### src/rtl/dma_pkg.sv
// Shared types and constants for the ICB DMA master.
package dma_pkg;

  typedef enum logic [2:0] {
    S_IDLE  = 3'd0,
    S_SRD   = 3'd1,
    S_SWAIT = 3'd2,
    S_CMD   = 3'd3,
    S_RSP   = 3'd4,
    S_FIN   = 3'd5
  } dma_state_e;

  localparam int unsigned ICB_AW = 32;
  localparam int unsigned ICB_DW = 32;
  localparam logic [3:0]  WMASK_FULL = 4'hF;

  // Byte address of word idx relative to a word-aligned base; wraps modulo 2^32.
  function automatic logic [ICB_AW-1:0] mem_word_addr(input logic [ICB_AW-1:0] base,
                                                      input logic [ICB_AW-1:0] idx);
    return base + (idx << 2);
  endfunction

endpackage

### src/rtl/icb_dma_master.sv
// Single-outstanding ICB initiator moving word blocks between system memory
// and local SRAM. Every output is a flop loaded from the next-state values,
// so the bus and SRAM see glitch-free strobes that line up with the state.
module icb_dma_master
  import dma_pkg::*;
#(
  parameter int SRAM_AW = 13,
  parameter int LEN_W   = 13
) (
  input  logic                clk,
  input  logic                rst_n,
  input  logic                start,
  input  logic                dir,
  input  logic [ICB_AW-1:0]   mem_base,
  input  logic [SRAM_AW-1:0]  sram_base,
  input  logic [LEN_W-1:0]    len,
  output logic                busy,
  output logic                done,
  output logic                err,
  output logic                icb_cmd_valid,
  input  logic                icb_cmd_ready,
  output logic                icb_cmd_read,
  output logic [ICB_AW-1:0]   icb_cmd_addr,
  output logic [ICB_DW-1:0]   icb_cmd_wdata,
  output logic [3:0]          icb_cmd_wmask,
  input  logic                icb_rsp_valid,
  output logic                icb_rsp_ready,
  input  logic [ICB_DW-1:0]   icb_rsp_rdata,
  input  logic                icb_rsp_err,
  output logic                sram_rd_en,
  output logic [SRAM_AW-1:0]  sram_rd_addr,
  input  logic [ICB_DW-1:0]   sram_rd_data,
  output logic                sram_wr_en,
  output logic [SRAM_AW-1:0]  sram_wr_addr,
  output logic [ICB_DW-1:0]   sram_wr_data
);

  // Transfer context
  dma_state_e          state_q, state_d;
  logic                dir_q, dir_d;
  logic [ICB_AW-1:0]   mem_base_q, mem_base_d;
  logic [SRAM_AW-1:0]  sram_base_q, sram_base_d;
  logic [LEN_W-1:0]    len_q, len_d;
  logic [LEN_W-1:0]    idx_q, idx_d;
  logic [ICB_DW-1:0]   wdata_q, wdata_d;
  logic                err_q, err_d;

  // Output registers
  logic                busy_q, busy_d;
  logic                done_q, done_d;
  logic                cmd_valid_q, cmd_valid_d;
  logic                cmd_read_q, cmd_read_d;
  logic [ICB_AW-1:0]   cmd_addr_q, cmd_addr_d;
  logic [ICB_DW-1:0]   cmd_wdata_q, cmd_wdata_d;
  logic [3:0]          cmd_wmask_q, cmd_wmask_d;
  logic                rsp_ready_q, rsp_ready_d;
  logic                rd_en_q, rd_en_d;
  logic [SRAM_AW-1:0]  rd_addr_q, rd_addr_d;
  logic                wr_en_q, wr_en_d;
  logic [SRAM_AW-1:0]  wr_addr_q, wr_addr_d;
  logic [ICB_DW-1:0]   wr_data_q, wr_data_d;

  // Next-state, context update and the SRAM write captured from a good read response.
  always_comb begin
    state_d     = state_q;
    dir_d       = dir_q;
    mem_base_d  = mem_base_q;
    sram_base_d = sram_base_q;
    len_d       = len_q;
    idx_d       = idx_q;
    wdata_d     = wdata_q;
    err_d       = err_q;
    wr_en_d     = 1'b0;
    wr_addr_d   = {SRAM_AW{1'b0}};
    wr_data_d   = {ICB_DW{1'b0}};
    case (state_q)
      S_IDLE: begin
        if (start) begin
          dir_d       = dir;
          mem_base_d  = mem_base & 32'hFFFF_FFFC;
          sram_base_d = sram_base;
          len_d       = len;
          err_d       = 1'b0;
          idx_d       = {LEN_W{1'b0}};
          if (len == {LEN_W{1'b0}}) begin
            state_d = S_FIN;
          end else if (dir) begin
            state_d = S_SRD;
          end else begin
            state_d = S_CMD;
          end
        end else begin
          state_d = S_IDLE;
        end
      end
      S_SRD: begin
        state_d = S_SWAIT;
      end
      S_SWAIT: begin
        wdata_d = sram_rd_data;
        state_d = S_CMD;
      end
      S_CMD: begin
        if (icb_cmd_ready) begin
          state_d = S_RSP;
        end else begin
          state_d = S_CMD;
        end
      end
      S_RSP: begin
        if (icb_rsp_valid) begin
          if (icb_rsp_err) begin
            err_d   = 1'b1;
            state_d = S_FIN;
          end else begin
            if (!dir_q) begin
              wr_en_d   = 1'b1;
              wr_addr_d = sram_base_q + SRAM_AW'(idx_q);
              wr_data_d = icb_rsp_rdata;
            end else begin
              wr_en_d   = 1'b0;
            end
            if (idx_q == (len_q - {{(LEN_W-1){1'b0}}, 1'b1})) begin
              state_d = S_FIN;
            end else begin
              idx_d = idx_q + {{(LEN_W-1){1'b0}}, 1'b1};
              if (dir_q) begin
                state_d = S_SRD;
              end else begin
                state_d = S_CMD;
              end
            end
          end
        end else begin
          state_d = S_RSP;
        end
      end
      S_FIN: begin
        state_d = S_IDLE;
      end
      default: begin
        state_d = S_IDLE;
      end
    endcase
  end

  // Output values for the state about to be entered; cmd fields hold while CMD waits.
  always_comb begin
    busy_d      = (state_d != S_IDLE);
    done_d      = (state_d == S_FIN);
    rsp_ready_d = (state_d == S_RSP);
    cmd_valid_d = 1'b0;
    cmd_read_d  = 1'b0;
    cmd_addr_d  = {ICB_AW{1'b0}};
    cmd_wdata_d = {ICB_DW{1'b0}};
    cmd_wmask_d = 4'h0;
    rd_en_d     = 1'b0;
    rd_addr_d   = {SRAM_AW{1'b0}};
    if (state_d == S_CMD) begin
      cmd_valid_d = 1'b1;
      cmd_read_d  = ~dir_d;
      cmd_addr_d  = mem_word_addr(mem_base_d, ICB_AW'(idx_d));
      cmd_wmask_d = WMASK_FULL;
      if (dir_d) begin
        cmd_wdata_d = wdata_d;
      end else begin
        cmd_wdata_d = {ICB_DW{1'b0}};
      end
    end else if (state_d == S_SRD) begin
      rd_en_d   = 1'b1;
      rd_addr_d = sram_base_d + SRAM_AW'(idx_d);
    end else begin
      rd_en_d   = 1'b0;
    end
  end

  // State, context and output registers; reset abandons any transfer in flight.
  always_ff @(posedge clk or negedge rst_n) begin
    if (!rst_n) begin
      state_q     <= S_IDLE;
      dir_q       <= 1'b0;
      mem_base_q  <= {ICB_AW{1'b0}};
      sram_base_q <= {SRAM_AW{1'b0}};
      len_q       <= {LEN_W{1'b0}};
      idx_q       <= {LEN_W{1'b0}};
      wdata_q     <= {ICB_DW{1'b0}};
      err_q       <= 1'b0;
      busy_q      <= 1'b0;
      done_q      <= 1'b0;
      cmd_valid_q <= 1'b0;
      cmd_read_q  <= 1'b0;
      cmd_addr_q  <= {ICB_AW{1'b0}};
      cmd_wdata_q <= {ICB_DW{1'b0}};
      cmd_wmask_q <= 4'h0;
      rsp_ready_q <= 1'b0;
      rd_en_q     <= 1'b0;
      rd_addr_q   <= {SRAM_AW{1'b0}};
      wr_en_q     <= 1'b0;
      wr_addr_q   <= {SRAM_AW{1'b0}};
      wr_data_q   <= {ICB_DW{1'b0}};
    end else begin
      state_q     <= state_d;
      dir_q       <= dir_d;
      mem_base_q  <= mem_base_d;
      sram_base_q <= sram_base_d;
      len_q       <= len_d;
      idx_q       <= idx_d;
      wdata_q     <= wdata_d;
      err_q       <= err_d;
      busy_q      <= busy_d;
      done_q      <= done_d;
      cmd_valid_q <= cmd_valid_d;
      cmd_read_q  <= cmd_read_d;
      cmd_addr_q  <= cmd_addr_d;
      cmd_wdata_q <= cmd_wdata_d;
      cmd_wmask_q <= cmd_wmask_d;
      rsp_ready_q <= rsp_ready_d;
      rd_en_q     <= rd_en_d;
      rd_addr_q   <= rd_addr_d;
      wr_en_q     <= wr_en_d;
      wr_addr_q   <= wr_addr_d;
      wr_data_q   <= wr_data_d;
    end
  end

  assign busy          = busy_q;
  assign done          = done_q;
  assign err           = err_q;
  assign icb_cmd_valid = cmd_valid_q;
  assign icb_cmd_read  = cmd_read_q;
  assign icb_cmd_addr  = cmd_addr_q;
  assign icb_cmd_wdata = cmd_wdata_q;
  assign icb_cmd_wmask = cmd_wmask_q;
  assign icb_rsp_ready = rsp_ready_q;
  assign sram_rd_en    = rd_en_q;
  assign sram_rd_addr  = rd_addr_q;
  assign sram_wr_en    = wr_en_q;
  assign sram_wr_addr  = wr_addr_q;
  assign sram_wr_data  = wr_data_q;

endmodule
### config.mk
export PLATFORM = sky130hd
export DESIGN_NAME = icb_dma_master
export DESIGN_NICKNAME = d
export VERILOG_FILES = /design/src/rtl/dma_pkg.sv /design/src/rtl/icb_dma_master.sv
export SDC_FILE = /design/constraint.sdc
export NUM_CORES = 1
export LEC_CHECK = 0
export BUFFER_PORTS_ARGS = -buffer_cell sky130_fd_sc_hd__buf_4
export CORE_AREA = 2 2 151 153
export DETAILED_ROUTE_END_ITERATION = 10
export DIE_AREA = 0 0 153 155
export GPL_TIMING_DRIVEN = 1
export PLACE_DENSITY_LB_ADDON = 0.25
export SYNTH_ARGS = -nofsm -noshare
export SYNTH_HDL_FRONTEND = slang
export SYNTH_SLANG_ARGS = --single-unit
### constraint.sdc
create_clock -name clk -period 9.3 [get_ports clk]
set_clock_uncertainty 0.15 [all_clocks]
set_input_delay 0 -clock clk [delete_from_list [all_inputs] [get_ports clk]]
set_output_delay 0 -clock clk [all_outputs]
set_load 0.005 [all_outputs]
# == Word-level counts from Yosys, hierarchy flattened ==
# Cells that the tools add are included.
# op_classes
eq_ne,12
muxes,47
reduce_logical,6
n_addsub,5
bitwise_logic,1
# op_table
operator,n
2-to-1 mux 32 bit,10
2-to-1 mux 13 bit,12
adder 32 x 15 -> 32 bit,1
adder 13 bit,2
case mux 13 bit (2 select lines),1
2-to-1 mux 3 bit,6
case mux 3 bit (5 select lines),1
adder 13 x 1 -> 13 bit (second input constant),1
== test 13 bit,1
logical NOT 13 bit,1
2-to-1 mux 1 bit,13
subtractor 13 x 1 -> 13 bit (second input constant),1
== test 3 x 2 -> 1 bit (second input constant),3
== test 3 bit (second input constant),3
== test 3 x 1 -> 1 bit (second input constant),2
inequality test 2 bit (second input constant),3
2-to-1 mux 2 bit,2
2-to-1 mux 4 bit,1
AND reduction 4 bit,1
logical NOT 3 bit,1
nonzero test 3 bit,1
case mux 1 bit (2 select lines),1
AND reduction 2 bit,1
nonzero test 2 bit,1
NOT 1 bit,1
# totals
regBits,241
out_inout_bits,134
word_cells,92
input_bits,129

# == Depth between registers and ports, before layout ==
# logic_depth
ltp_word,9
depth_mapped,25
depth_no_buf,24

# == Least setup slack after synthesis ==
# No wires, ideal clock.
# synth_timing
path_type,register to register
start,register len_q[0]
end,register rd_addr_q[11] (netlist: sram_rd_addr[11])
stages_incl_launch_ff,24
required_ns,9.025
period_less_slack_ns,5.358
arrival_ns,5.083
setup_time_ns,0.125
path_buffers,1
path_slack_ns,3.942
cell_sequence,dfrtp_1 inv_1 ha_1 or3b_1 buf_2 or4b_1 o22a_1 a2111oi_4 nand3_4 and2_1 nand2_1 nand3_1 o21ai_0 ha_1 a21o_1 a21oi_1 o21bai_1 a21oi_1 o21bai_1 a21o_1 maj3_1 a21oi_1 o21ai_1 mux2i_1
# synth_via
elab_chain_cells,9
# synth_rtl
item,line,rtl
from (decl),icb_dma_master.sv:43,"logic [LEN_W-1:0] len_q, len_d;"
from (signal assigned),icb_dma_master.sv:184,len_q <= {LEN_W{1'b0}};
from (signal assigned),icb_dma_master.sv:206,len_q <= len_d;
subtractor 13 x 1 -> 13 bit,icb_dma_master.sv:123,"if (idx_q == (len_q - {{(LEN_W-1){1'b0}}, 1'b1})) begin"
== test 13 bit,icb_dma_master.sv:123,
2-to-1 mux 13 bit,icb_dma_master.sv:123,
2-to-1 mux 13 bit,icb_dma_master.sv:112,if (icb_rsp_err) begin
2-to-1 mux 13 bit,icb_dma_master.sv:111,if (icb_rsp_valid) begin
case mux 13 bit (2 select lines),icb_dma_master.sv:76,case (state_q)
named net idx_d[1],icb_dma_master.sv:44,"logic [LEN_W-1:0] idx_q, idx_d;"
adder 13 bit,icb_dma_master.sv:171,rd_addr_d = sram_base_d + SRAM_AW'(idx_d);
2-to-1 mux 13 bit,icb_dma_master.sv:169,end else if (state_d == S_SRD) begin
2-to-1 mux 13 bit,icb_dma_master.sv:159,if (state_d == S_CMD) begin
named net rd_addr_d[11],icb_dma_master.sv:58,"logic [SRAM_AW-1:0] rd_addr_q, rd_addr_d;"
to (signal assigned),icb_dma_master.sv:197,rd_addr_q <= {SRAM_AW{1'b0}};
to (signal assigned),icb_dma_master.sv:219,rd_addr_q <= rd_addr_d;
to (decl),icb_dma_master.sv:58,
# The timed path passes the listed nets, and every way through them passes these cells.
# A chain may end at the register's enable or synchronous reset.

# == Worst setup path after layout ==
# Same ends and word-level chain as after synthesis.

==> flow_summary.toml <==
[clocking]
cts_tree = "built"
clock-root-buffer = "clkbuf_16"
clk_latency_ns = 0.53
h-tree-depth = 1
clockBufferDepth = 3
cts_buffers = 26
clk_pin_slew_worst_paths_ns = 0.06
post-cts-setup-buffers = 0
cts.sinks = 237

[pwr]
p_clk_share_pct = 25.1
swShare_pct = 35.1
ir_drop_v = 0.000209
power_frac_comb_pct = 37.5
power_leakage_nw = 7.72
switchingPower_mw = 1.43
power_frac_seq_pct = 37.5
power_density_nw_per_um2 = 268
p_int_mw = 2.63

[worst_setup_path]
path_class = "reg2reg"
cp_data_arrival_time_ns = 6.38
cp.required_ns = 9.56
startpoint_type = "register"
timing.rr.start = "len_q[0]$_DFFE_PN0P_"
end_kind = "register"
cp-startpoint = "len_q[0]$_DFFE_PN0P_"
cp_max_fo = 8

[place]
hpwlAfterDp_mm = 18.3
placed_cells = 1535
io_buffer_count = 260
gp_congestion = 0.823

[timing]
fin_crit_sh_pct = 65.8
drv_slew = 0
rsz0062_at_grt = "no"
clock.fmax_ghz = 0.163
fin_tns_setup_ns = 0
hold_violations = 0
worst_pin_slew_ns = 1.12
slew_headroom_pct = 25.2
finalSetupViolations = 0
min_period_ns = 6.12

[global_route]
grt_pass1_vias = 9120
antenna_found_initial = 0
grt_first_pass_wirelength_mm = 46.2
grt_usage_pct = 23.9
grt_start_max_net_pins = 129
grt_overflow = 0

[finish]
final_common_cell = "buf_4"
fillers = 1616
nets = 1575
drive_gt1_share_pct = 25.2
fin_cells = 1711
mostFrequentLayoutCells = "buf_4, dfrtp_1, nand2_1, dlygate4sd3_1, and2_1"
areaGrowthSynthToFinish_pct = 39.9
n_antenna_cell = 0

[synth]
async_reset_ff_share_pct = 100
synth_compound_area_share_pct = 8.40
syn_inst = 1028
synthMuxAreaShare_pct = 5.65
synth.net_count = 1197
yosysWarnings = 0
syn_area_um2 = 10800
synth_top_family_by_area = "simple AND/OR/NAND/NOR gates"
synth-xor-area-share_pct = 3.40
synth_top_flop_cell = "dfrtp_1"
ys_ff_latch = 237
synth_fa_ha_area_share_pct = 5.02
ys_seq_area_share_pct = 54.8
synth_cell_types = 70
avgSynthCellArea_um2 = 10.5
synthSimpleGateAreaFrac_pct = 19.8
synth_edf_count = 0

[floorplan]
die_area_um2 = 23700
die_h_um = 155
initial_utilization_pct = 48.7
num_rows = 55
core_um2 = 22200
io-pin-count = 263
die_w_um = 153

[hold_path]
min_path_type = "in2reg"
hold_start = "start"

[drt]
via_per_inst = 5.16
drt-initial-drc-count = 414
vias = 8835
routed_wl_mm = 28.4
avgRoutedWirePerCell_um = 16.6
drc_errors = 0
first_pass_iters = 6
ant_nets = 0

[status]
status = "completed"

[flow_run]
cap_violations = 0
[area by class of cell]
type | count | area, um^2 | share of cell area, %
clock buffers | 33 | 707 | 4.67
clock inverters | 15 | 148 | 0.975
inverters | 34 | 128 | 0.843
multi-input cells | 713 | 4590 | 30.3
flip-flops and latches | 237 | 5930 | 39.2
well taps | 285 | 357 | 2.35
repair buffers | 394 | 3290 | 21.7
[registers in the layout, summed over array words and instances (netlist names), 3 cells and up]
register       flops
icb_cmd_addr      32
icb_cmd_wdata     32
mem_base_q        32
sram_wr_data      32
wdata_q           32
idx_q             13
len_q             13
sram_base_q       13
sram_rd_addr      13
sram_wr_addr      13
state_q            3
[worst paths after layout]
path | depth (start not counted) | slack [ns] | endpoint
worst max-delay path | 22 | 3.18 | sram_rd_addr[11]$_DFF_PN0_
min in group asynchronous | 2 | 0.04 | sram_rd_addr[4]$_DFF_PN0_
worst min-delay path | 4 | 0.03 | icb_rsp_ready$_DFF_PN0_
worst min register to register | 1 | 0.32 | mem_base_q[1]$_DFF_PN0_
max in group asynchronous | 3 | 7.57 | mem_base_q[23]$_DFF_PN0_
worst max register to register | 22 | 3.18 | sram_rd_addr[11]$_DFF_PN0_
[power groups by stage]
stage | Combinational (mW) | Clock [mW] | Sequential [mW]
floorplan | 0.963 | 0 | 1.49
detailed placement | 1.46 | 0 | 1.53
finish | 1.52 | 1.02 | 1.52
CTS | 1.52 | 1.04 | 1.52
global route | 1.70 | 1.08 | 1.55
global placement | 1.42 | 0 | 1.52
[Yosys cell counts, types with 4 or more instances]
master	instances	area share, %
and2_1	47	2.7
xnor2_1	32	2.6
nor4_1	8	0.46
a31oi_1	6	0.35
nor2b_1	6	0.35
mux2i_1	24	2.2
dfrtp_1	237	55
nand2_1	197	6.8
or2_2	4	0.23
nor3_1	21	0.97
o21a_1	6	0.42
nand4_1	8	0.46
a21o_1	7	0.49
nor2_1	41	1.4
or3_1	10	0.58
nor3b_1	8	0.55
o21ai_0	32	1.5
nand3_1	20	0.92
o211ai_1	4	0.28
o21bai_1	9	0.62
o31ai_1	5	0.35
buf_1	4	0.14
buf_4	4	0.28
inv_1	33	1.1
clkbuf_1	34	1.2
nand2b_1	7	0.40
xor2_1	10	0.81
and3_1	44	2.5
ha_1	37	4.3
or4_1	5	0.35
mux2_2	33	3.4
a21oi_1	38	1.8
[what timing repair did]
item	CTS	global route
hold endpoints to repair	327	0
gates resized for setup	0	0
hold buffers	128	0
[critical path: stages, from the launching register on]
cell	delay (ns)
dfrtp_1	0.41
inv_1	0.08
ha_1	0.24
or3b_1	0.47
nor4_1	0.38
xnor2_1	0.14
nor4_1	0.74
nand3_4	0.20
and2_1	0.23
nand2_1	0.17
nand3_1	0.09
o21ai_0	0.39
ha_1	0.38
a21o_1	0.15
a21oi_1	0.23
o21bai_1	0.09
a21oi_1	0.24
o21bai_1	0.11
a21o_1	0.21
maj3_1	0.36
a21oi_1	0.23
o21ai_1	0.16
mux2i_1	0.15
[cells by family (layout without fill, tap and decap cells)]
logic type	count (synthesis)	count (layout)
muxes	57	57
DFF	237	237
AOI/OAI and AO/OA	135	135
and+or+nand+nor	437	437
xor gates and xnor gates	42	42
buffers and inverters	78	476
adders and majority gates	42	42
[layer usage]
layer	wire [um]	vias to the layer above	global-route usage (%)
met1	12000	4245	30.3
met2	14000	271	41.3
met3	1850	45	5.43
li1	-	4274	-
met4	651	0	7.14
met5	0	-	0
[stage by stage]
| step | cell area [um^2] | hold slack [ns] | setup slack, ns | util (%) | power (mW) |
|---|---|---|---|---|---|
| floorplan | 10800 | -0.446 | 3.94 | - | 2.45 |
| global placement | 13000 | 0.0340 | 3.38 | 58.5 | 2.94 |
| detailed placement | 13000 | 0.0418 | 3.24 | 58.5 | 2.99 |
| CTS | 15100 | 0.00456 | 3.19 | 68.1 | 4.08 |
| global route | 15100 | 0.0595 | 2.64 | 68.1 | 4.33 |
| finish | 15100 | 0.0341 | 3.18 | 68.1 | 4.06 |
(Power assumes the default switching activity.)
